## src/rtl/adc_spi_emulator.sv

```systemverilog
// rtl/adc_spi_emulator.sv - multi-channel SAR ADC serial port emulator with per-channel ramp sources
//
// Optional feature macro: SPI_CMD_EN
//   When defined, an i_din input is added and a per-frame command selects the next channel.
//   When undefined, channels are scanned round-robin.
//
// Ports:
//   i_clk        system clock (at least 4x the SCLK rate)
//   i_nrst       asynchronous active-low reset
//   i_ncs        chip select from master, asynchronous to i_clk
//   i_sclk       serial clock from master, asynchronous to i_clk
//   i_din        (SPI_CMD_EN only) command data from master, asynchronous to i_clk
//   o_dout       serial result data
//   o_dout_oe    pad output enable, 1 = driving
//   o_ch_cur     channel sampled in the current/next frame
//   o_frame_done one-cycle pulse on a valid frame end
//   o_frame_err  one-cycle pulse on an aborted frame end
module adc_spi_emulator #(
    parameter int DATA_W    = 12,
    parameter int NUM_CH    = 4,
    parameter int FRAME_LEN = 16,
    parameter int MIN_EDGES = 10,
    parameter int RAMP_STEP = 1,
    localparam int CH_W     = (NUM_CH > 1) ? $clog2(NUM_CH) : 1
) (
    input  logic            i_clk,
    input  logic            i_nrst,
    input  logic            i_ncs,
    input  logic            i_sclk,
`ifdef SPI_CMD_EN
    input  logic            i_din,
`endif
    output logic            o_dout,
    output logic            o_dout_oe,
    output logic [CH_W-1:0] o_ch_cur,
    output logic            o_frame_done,
    output logic            o_frame_err
);

    // Result bits plus trailing zeros; the leading zero is presented directly at frame start.
    localparam int WORD_W = FRAME_LEN - 2;
    localparam int CNT_W  = $clog2(FRAME_LEN + 1);
    localparam logic [CNT_W-1:0] L_LAST_CNT = CNT_W'(FRAME_LEN - 1);
    localparam logic [CNT_W-1:0] L_MIN_CNT  = CNT_W'(MIN_EDGES);
    localparam logic [CH_W-1:0]  L_LAST_CH  = CH_W'(NUM_CH - 1);

    typedef enum logic [1:0] {
        S_IDLE,
        S_SHIFT,
        S_DONE_WAIT
    } state_t;

    logic [1:0]        r_ncs_sync;
    logic [1:0]        r_sclk_sync;
    logic              r_ncs_prev;
    logic              r_sclk_prev;

    state_t            r_state;
    logic [CNT_W-1:0]  r_bit_cnt;
    logic [WORD_W-1:0] r_word;
    logic              r_dout;
    logic              r_dout_oe;
    logic [CH_W-1:0]   r_ch_cur;
    logic              r_frame_done;
    logic              r_frame_err;
    logic [DATA_W-1:0] r_ramp [NUM_CH];

    state_t            w_state_nxt;
    logic [CNT_W-1:0]  w_bit_cnt_nxt;
    logic [WORD_W-1:0] w_word_nxt;
    logic              w_dout_nxt;
    logic              w_dout_oe_nxt;
    logic [CH_W-1:0]   w_ch_nxt;
    logic              w_done_nxt;
    logic              w_err_nxt;
    logic              w_advance;

    logic              w_ncs_fall;
    logic              w_ncs_rise;
    logic              w_sclk_fall;
    logic [DATA_W-1:0] w_ramp_cur;
    logic [DATA_W-1:0] w_step;
    logic [WORD_W-1:0] w_word_load;
    logic [CH_W-1:0]   w_ch_auto;

    // Synchronisers idle high so a held-low nCS at reset release is seen as a fall.
    always_ff @(posedge i_clk or negedge i_nrst) begin
        if (!i_nrst) begin
            r_ncs_sync  <= 2'b11;
            r_sclk_sync <= 2'b11;
            r_ncs_prev  <= 1'b1;
            r_sclk_prev <= 1'b1;
        end else begin
            r_ncs_sync  <= {r_ncs_sync[0], i_ncs};
            r_sclk_sync <= {r_sclk_sync[0], i_sclk};
            r_ncs_prev  <= r_ncs_sync[1];
            r_sclk_prev <= r_sclk_sync[1];
        end
    end

    assign w_ncs_fall  = r_ncs_prev & ~r_ncs_sync[1];
    assign w_ncs_rise  = ~r_ncs_prev & r_ncs_sync[1];
    assign w_sclk_fall = r_sclk_prev & ~r_sclk_sync[1];

    assign w_ramp_cur  = r_ramp[r_ch_cur];
    assign w_step      = DATA_W'(RAMP_STEP * (32'(r_ch_cur) + 1));
    assign w_word_load = WORD_W'(w_ramp_cur) << (WORD_W - DATA_W);
    assign w_ch_auto   = (r_ch_cur == L_LAST_CH) ? '0 : r_ch_cur + CH_W'(1);

`ifdef SPI_CMD_EN
    logic [1:0]      r_din_sync;
    logic [2:0]      r_rise_cnt;
    logic            r_cmd_flag;
    logic [CH_W-1:0] r_cmd_ch;
    logic            w_sclk_rise;
    logic            w_cmd_ok;

    assign w_sclk_rise = ~r_sclk_prev & r_sclk_sync[1];
    assign w_cmd_ok    = r_cmd_flag && (32'(r_cmd_ch) < NUM_CH);

    // Rise 1 carries the manual flag, rises 2..1+CH_W the channel MSB first.
    always_ff @(posedge i_clk or negedge i_nrst) begin
        if (!i_nrst) begin
            r_din_sync <= 2'b00;
            r_rise_cnt <= '0;
            r_cmd_flag <= 1'b0;
            r_cmd_ch   <= '0;
        end else begin
            r_din_sync <= {r_din_sync[0], i_din};
            if (r_state == S_IDLE) begin
                if (w_ncs_fall) begin
                    r_rise_cnt <= '0;
                    r_cmd_flag <= 1'b0;
                    r_cmd_ch   <= '0;
                end
            end else if (w_sclk_rise && !w_ncs_rise) begin
                if (r_rise_cnt != 3'd7) begin
                    r_rise_cnt <= r_rise_cnt + 3'd1;
                end
                if (r_rise_cnt == 3'd0) begin
                    r_cmd_flag <= r_din_sync[1];
                end else if (32'(r_rise_cnt) <= CH_W) begin
                    r_cmd_ch <= CH_W'({r_cmd_ch, r_din_sync[1]});
                end
            end
        end
    end
`endif

    always_comb begin
        w_state_nxt   = r_state;
        w_bit_cnt_nxt = r_bit_cnt;
        w_word_nxt    = r_word;
        w_dout_nxt    = r_dout;
        w_dout_oe_nxt = r_dout_oe;
        w_ch_nxt      = r_ch_cur;
        w_done_nxt    = 1'b0;
        w_err_nxt     = 1'b0;
        w_advance     = 1'b0;

        case (r_state)
            S_IDLE: begin
                if (w_ncs_fall) begin
                    w_word_nxt    = w_word_load;
                    w_bit_cnt_nxt = '0;
                    w_dout_nxt    = 1'b0;
                    w_dout_oe_nxt = 1'b1;
                    w_state_nxt   = S_SHIFT;
                end
            end
            S_SHIFT, S_DONE_WAIT: begin
                // nCS rise takes priority over a coincident SCLK fall.
                if (w_ncs_rise) begin
                    w_dout_oe_nxt = 1'b0;
                    w_dout_nxt    = 1'b0;
                    w_state_nxt   = S_IDLE;
                    if (r_bit_cnt >= L_MIN_CNT) begin
                        w_done_nxt = 1'b1;
                        w_advance  = 1'b1;
`ifdef SPI_CMD_EN
                        w_ch_nxt   = w_cmd_ok ? r_cmd_ch : w_ch_auto;
`else
                        w_ch_nxt   = w_ch_auto;
`endif
                    end else begin
                        w_err_nxt = 1'b1;
                    end
                end else if (w_sclk_fall && r_state == S_SHIFT) begin
                    w_bit_cnt_nxt = r_bit_cnt + CNT_W'(1);
                    if (r_bit_cnt == L_LAST_CNT) begin
                        w_dout_oe_nxt = 1'b0;
                        w_dout_nxt    = 1'b0;
                        w_state_nxt   = S_DONE_WAIT;
                    end else begin
                        w_dout_nxt = r_word[WORD_W-1];
                        w_word_nxt = r_word << 1;
                    end
                end
            end
            default: begin
                w_state_nxt   = S_IDLE;
                w_dout_oe_nxt = 1'b0;
                w_dout_nxt    = 1'b0;
            end
        endcase
    end

    always_ff @(posedge i_clk or negedge i_nrst) begin
        if (!i_nrst) begin
            r_state      <= S_IDLE;
            r_bit_cnt    <= '0;
            r_word       <= '0;
            r_dout       <= 1'b0;
            r_dout_oe    <= 1'b0;
            r_ch_cur     <= '0;
            r_frame_done <= 1'b0;
            r_frame_err  <= 1'b0;
        end else begin
            r_state      <= w_state_nxt;
            r_bit_cnt    <= w_bit_cnt_nxt;
            r_word       <= w_word_nxt;
            r_dout       <= w_dout_nxt;
            r_dout_oe    <= w_dout_oe_nxt;
            r_ch_cur     <= w_ch_nxt;
            r_frame_done <= w_done_nxt;
            r_frame_err  <= w_err_nxt;
        end
    end

    always_ff @(posedge i_clk or negedge i_nrst) begin
        if (!i_nrst) begin
            for (int c = 0; c < NUM_CH; c++) begin
                r_ramp[c] <= '0;
            end
        end else if (w_advance) begin
            r_ramp[r_ch_cur] <= w_ramp_cur + w_step;
        end
    end

    assign o_dout       = r_dout;
    assign o_dout_oe    = r_dout_oe;
    assign o_ch_cur     = r_ch_cur;
    assign o_frame_done = r_frame_done;
    assign o_frame_err  = r_frame_err;

endmodule

```

## config.mk

```make
export PLATFORM = sky130hd
export DESIGN_NAME = adc_spi_emulator
export DESIGN_NICKNAME = d
export VERILOG_FILES = /design/src/rtl/adc_spi_emulator.sv
export SDC_FILE = /design/constraint.sdc
export NUM_CORES = 1
export LEC_CHECK = 0
export ABC_AREA = 1
export CAP_MARGIN = 15
export CORE_ASPECT_RATIO = 1.5
export CORE_UTILIZATION = 40
export DETAILED_ROUTE_END_ITERATION = 6
export PLACE_DENSITY = 0.63
export SLEW_MARGIN = 20
export SYNTH_ARGS = -nofsm -noshare
export SYNTH_HDL_FRONTEND = slang
export SYNTH_SLANG_ARGS = --single-unit
```

## constraint.sdc

```tcl
create_clock -name i_clk -period 4.04 [get_ports i_clk]
set_input_delay 1.212 -clock i_clk [delete_from_list [all_inputs] [get_ports i_clk]]
set_output_delay 1.212 -clock i_clk [all_outputs]
set_load 0.005 [all_outputs]
```

==> impl_metrics.ini, run 1 <==
[placement]
io_buffer_count = 9
dp.cells = 629
gp_congestion = 0.830
dp_hpwl_um = 6400

[grt]
grt_pass1_vias = 3368
grt_antenna_before_repair = 0
grt_pass1_wl_um = 16100
grt_remaining_overflow = 0
grt_max_degree = 79
track_usage = 0.195

[logic_synthesis]
synth_compound_area_frac = 0.0965
async_flop_share = 1.00
ys_types = 33
synth_top_flop_cell = dfrtp_1
ys_seq_elements = 78
synth_simple_gate_area_frac = 0.296
yosysTopAreaCellShare = 0.441
synth_xor_area_frac = 0.0104
synthCells = 517
synth_fa_ha_area_frac = 0.0386
synth_top_family_by_area = simple AND/OR/NAND/NOR gates
yosysTopAreaCell = dfrtp_1
synthMuxAreaShare = 0
netlist_top_cells_area = dfrtp_1, nand2_1, nand3_1
syn_area_per_cell_sq_um = 7.90
syn_area_sq_um = 4080
synth_warnings = 0
synth_edf_count = 0
ys_seq_area_frac = 0.480
synthesis.nets = 533

[floorplan]
ioPinCount = 10
fp.dieW_um = 84.5
die_area_sq_um = 10600
core_area_sq_um = 9800
die_y_um = 126
start_util = 0.417
rows = 44

[clocking]
ctsResizeCount = 0
path_clk_slew_ps = 60
root_buffer = clkbuf_16
cts_hold_buf = 0
tritoncts = built
postCtsSetupBuffers = 0
h-tree-depth = 3
clkLatencyLatePin_ps = 350
clock_path_buffers = 2
cts_buffers = 9
cts.sinks = 78

[timing]
finalHoldWorstSlack_ps = 355
rsz0062_at_grt = false
slew_headroom = 0.550
drv_slew = 0
final_period_minus_worst_setup_slack_ps = 2760
fin_skew_ps = 9.21
hold_viol = 0
fin_tns_setup_ps = 0
clock.fmax_mhz = 363
worstMarginPinSlew_ps = 674
finalCritPeriodShare = 0.682
setup_violations = 0

[detailed_routing]
totalWireLength_um = 9360
avgRoutedWirePerCell_um = 14.5
ant_nets = 0
drc = 1
num_vias = 3294
via_per_inst = 5.10
first_iter_violations = 224
dr.pass1.iters = 7

[critical_path]
reg2reg_depth = 8
crit_family = buffers and inverters
path_class = register to primary output
crit_path_start_kind = register
r2r_setup_slack_ps = 1290
rr_endpoint = r_word[2]$_DFFE_PN0P_
crit_required_ps = 2830
crit_slowest_cell = clkdlybuf4s50_1
path_cells = buf_4, clkdlybuf4s50_1
max_stage_delay_ps = 550
end_kind = primary output
cp.arrival_ps = 1540
r2r-start = o_dout_oe$_DFFE_PN0P_
worst-path-buf-inv = 2
cp_max_fo = 19

[layout]
register_area_sq_um = 1960
area_growth_syn_to_layout_pct = 13.0
stdcell_count = 646
multi_input_area_sq_um = 1800
finalNetCount = 542
antenna_cells = 0
n_fill_cell = 942
drive_gt1_frac = 0.117

[worst_hold_path]
hp-start = r_sclk_sync[0]$_DFF_PN1_
hold_path_depth = 0
hold_path.class = register to register
whs_endpoint = r_sclk_sync[1]$_DFF_PN1_

[pwr]
power.switching_mw = 0.726
ir_worst_vdd_mv = 0.239
swShare = 0.305
p_leak_nw = 2.30
cell_internal_pwr_mw = 1.65
clkPwrFrac = 0.399
combPwrFrac = 0.217
power_density_nw_per_um2 = 515
seq_power_share = 0.384

[run_status]
outcome = complete, but fails checks
failed_checks = DRC

[flow_run]
cap_viol_max_count = 0
flip-flops by register name (all words and copies together) (netlist names):
signal	count
o_ch_cur	2
o_dout	1
o_dout_oe	1
o_frame_done	1
o_frame_err	1
r_bit_cnt	5
r_ncs_prev	1
r_ncs_sync	2
r_ramp	48
r_sclk_prev	1
r_sclk_sync	2
r_state	1
r_word	12
Yosys cell counts (6+ instances only):
master	n
a21oi_1	10
buf_2	10
dfrtp_1	72
dfstp_2	6
ha_1	11
inv_1	49
inv_2	6
nand2_1	188
nand2_2	9
nand3_1	41
nor2_1	19
nor2_2	6
o21ai_0	41
o21ai_1	17
worst register-to-register path, delay by kind of cell, from the launching register on:
family          cells  cell delay, ps
fa+ha+maj           1             590
compound gates      2             800
simple gates        2             370
flops               1             390
buf+inv             3             510
worst max-delay path by stage:
stage,startpoint,to,cells past startpoint
after floorplan,o_ch_cur[0]$_DFFE_PN0P_,r_ramp[18]$_DFFE_PN0P_,13
after global placement,o_dout_oe$_DFFE_PN0P_,r_word[2]$_DFFE_PN0P_,8
after detailed placement,o_dout_oe$_DFFE_PN0P_,r_word[2]$_DFFE_PN0P_,8
after CTS,o_dout_oe$_DFFE_PN0P_,r_word[2]$_DFFE_PN0P_,8
after global routing,o_dout_oe$_DFFE_PN0P_,r_word[9]$_DFFE_PN0P_,9
final,o_ch_cur[1]$_DFFE_PN0P_,o_ch_cur[1],2
power by group through the flow:
| stage | logic (mW) | clock network, mW | registers (mW) |
|---|---|---|---|
| after floorplan | 0.393 | 0 | 0.916 |
| after global placement | 0.505 | 0 | 0.925 |
| after detailed placement | 0.523 | 0 | 0.927 |
| after CTS | 0.522 | 0.966 | 0.915 |
| after global routing | 0.610 | 1.00 | 0.924 |
| final | 0.516 | 0.949 | 0.914 |
per-layer routing:
metal  track usage  vias to the layer above  part of all wire
li1              -                     1651                 -
met1         0.229                     1585              0.43
met2         0.337                       46              0.52
met3        0.0426                       12             0.030
met4        0.0897                        0             0.017
met5             0                        -                 0
logic make-up after synthesis:
family	Yosys count
AND/OR/NAND/NOR	275
flip-flops	78
adder cells (fa/ha/maj)	12
buffers and inverters	73
AO/OA/AOI/OAI	75
XOR/XNOR	4
stage by stage:
step | power, mW | area, sq um | worst slack (ps) | utilization
floorplan | 1.31 | 4080 | 1760 | -
global placement | 1.43 | 4250 | 1450 | 0.433
detailed placement | 1.45 | 4250 | 1210 | 0.433
CTS | 2.40 | 4600 | 1240 | 0.469
global route | 2.54 | 4620 | 904 | 0.471
finish | 2.38 | 4620 | 1280 | 0.471
layout by cell type, fill, tap and decap left out, types with 9 or more instances in the layout:
master / instances
inv_1: 49
o21ai_0: 41
ha_1: 11
a21oi_1: 10
nor2_1: 19
nand2_1: 188
nand3_1: 41
nand2_2: 9
dfrtp_1: 72
clkbuf_16: 9
o21ai_1: 17
final cells by class:
cell class / count / share of cell area
Clock buffer: 11 / 0.0526
Clock inverter: 5 / 0.0230
Inverter: 55 / 0.0447
Multi-Input combinational cell: 366 / 0.391
Sequential cell: 78 / 0.425
Tap cell: 115 / 0.0312
Timing Repair Buffer: 16 / 0.0331
No activity file was read; power rests on OpenSTA's default activity.
==> inputs of run 2 (changes only) <==
==> constraint.sdc (replaced) <==
create_clock -name i_clk -period 2.7 [get_ports i_clk]
set_input_delay 0.81 -clock i_clk [delete_from_list [all_inputs] [get_ports i_clk]]
set_output_delay 0.81 -clock i_clk [all_outputs]
set_load 0.005 [all_outputs]
==> run 2 against run 1 <==
Against the previous run:
- the flow still finishes with violations (DRC)
- first-iteration DRC count down 28%
- largest power group is now registers
- via count about the same
- utilization up 0.29 points
- largest cell class unchanged
- critical endpoint is now o_ch_cur[0]
==> impl_metrics.ini, run 2 (synthesis results as in run 1) <==
[run_status]
outcome = complete, but fails checks
failed_checks = DRC

[critical_path]
crit_slowest_cell = dfrtp_1
path_class = register to primary output
max_stage_delay_ps = 530
crit_required_ps = 1890
end_kind = primary output
crit_path_start_kind = register
path_cells = buf_4, clkdlybuf4s50_1
cp_max_fo = 14
crit_family = buffers and inverters
worst-path-buf-inv = 2
cp.arrival_ps = 1690

[grt]
grt_pass1_vias = 3278
grt_remaining_overflow = 0
grt_max_degree = 43
track_usage = 0.193
grt_antenna_before_repair = 0
grt_pass1_wl_um = 15900

[clocking]
root_buffer = clkbuf_16
ctsResizeCount = 0
clkLatencyLatePin_ps = 340
tritoncts = built
cts.sinks = 78
postCtsSetupBuffers = 0
clock_path_buffers = 2
cts_buffers = 9
cts_hold_buf = 0
h-tree-depth = 3
path_clk_slew_ps = 60

[timing]
fin_tns_setup_ps = 0
fin_skew_ps = 9.38
clock.fmax_mhz = 400
drv_slew = 0
slew_headroom = 0.650
setup_violations = 0
final_period_minus_worst_setup_slack_ps = 2500
finalCritPeriodShare = 0.926
rsz0062_at_grt = false
worstMarginPinSlew_ps = 524
hold_viol = 0

[floorplan]
die_area_sq_um = 10600
die_y_um = 126
start_util = 0.417
rows = 44
fp.dieW_um = 84.5
core_area_sq_um = 9800
ioPinCount = 10

[layout]
regMostFlops = r_ramp
area_growth_syn_to_layout_pct = 13.7
reg_top3 = r_ramp (48), r_word (12), r_bit_cnt (5)
n_fill_cell = 960
stdcell_count = 653
final_util = 0.474
largest_register_ffs = 48
drive_gt1_frac = 0.132
layout_commonest_cell = nand2_1
finalNetCount = 549
layout_common_cells = nand2_1, dfrtp_1, inv_1
antenna_cells = 0

[detailed_routing]
via_per_inst = 5.04
first_iter_violations = 162
num_vias = 3293
totalWireLength_um = 9330
ant_nets = 0
dr.pass1.iters = 7
avgRoutedWirePerCell_um = 14.3
drc = 1

[pwr]
clkPwrFrac = 0.374
seq_power_share = 0.390
finalPower_mw = 3.51
swShare = 0.310
combPwrFrac = 0.235
power_density_nw_per_um2 = 755
ir_worst_vdd_mv = 0.403
cell_internal_pwr_mw = 2.42
power.switching_mw = 1.09
p_leak_nw = 2.32

[placement]
dp_hpwl_um = 6640
gp_congestion = 0.883
dp.cells = 637
io_buffer_count = 9

[worst_hold_path]
hold_path.class = register to register

[flow_run]
cap_viol_max_count = 0
==> run 2: layout make-up <==
class                           count  area, sq um  share of cell area
Sequential cell                    78         1960               0.422
Multi-Input combinational cell    366         1800               0.388
Clock buffer                       10          239              0.0515
Inverter                           55          206              0.0445
Timing Repair Buffer               23          205              0.0442
Tap cell                          115          144              0.0310
Clock inverter                      6         85.1              0.0183
==> run 2: worst paths after layout <==
kind	startpoint	to	slack, ps	depth (start not counted)
min in group asynchronous	i_nrst	o_dout_oe$_DFFE_PN0P_	430	1
max	o_ch_cur[0]$_DFFE_PN0P_	o_ch_cur[0]	200	2
max in group asynchronous	i_nrst	r_ramp[10]$_DFFE_PN0P_	1660	2
min	r_sclk_sync[0]$_DFF_PN1_	r_sclk_sync[1]$_DFF_PN1_	350	0
min reg2reg	r_sclk_sync[0]$_DFF_PN1_	r_sclk_sync[1]$_DFF_PN1_	350	0
max reg2reg	o_ch_cur[1]$_DFFE_PN0P_	r_ramp[5]$_DFFE_PN0P_	330	14
==> run 2: per-layer routing <==
metal	track usage	part of all wire	up-vias
met2	0.341	0.52	64
met5	0	0	-
met3	0.0282	0.038	17
met1	0.223	0.41	1553
met4	0.106	0.026	0
li1	-	-	1659
==> run 2: stage by stage <==
step                      worst slack, ps  instance area [sq um]  hold WS (ps)
after floorplan                       417                   4080           345
after global placement                331                   4320           346
after detailed placement              272                   4320           348
after CTS                             191                   4640           357
after global routing                 47.5                   4640           360
final                                 200                   4640           355
==> run 2: power groups by stage <==
| stage | logic [mW] | registers (mW) | clock network, mW |
|---|---|---|---|
| CTS | 0.839 | 1.37 | 1.35 |
| floorplan | 0.588 | 1.37 | 0 |
| global route | 0.949 | 1.39 | 1.38 |
| detailed placement | 0.833 | 1.39 | 0 |
| global placement | 0.825 | 1.39 | 0 |
| finish | 0.826 | 1.37 | 1.31 |
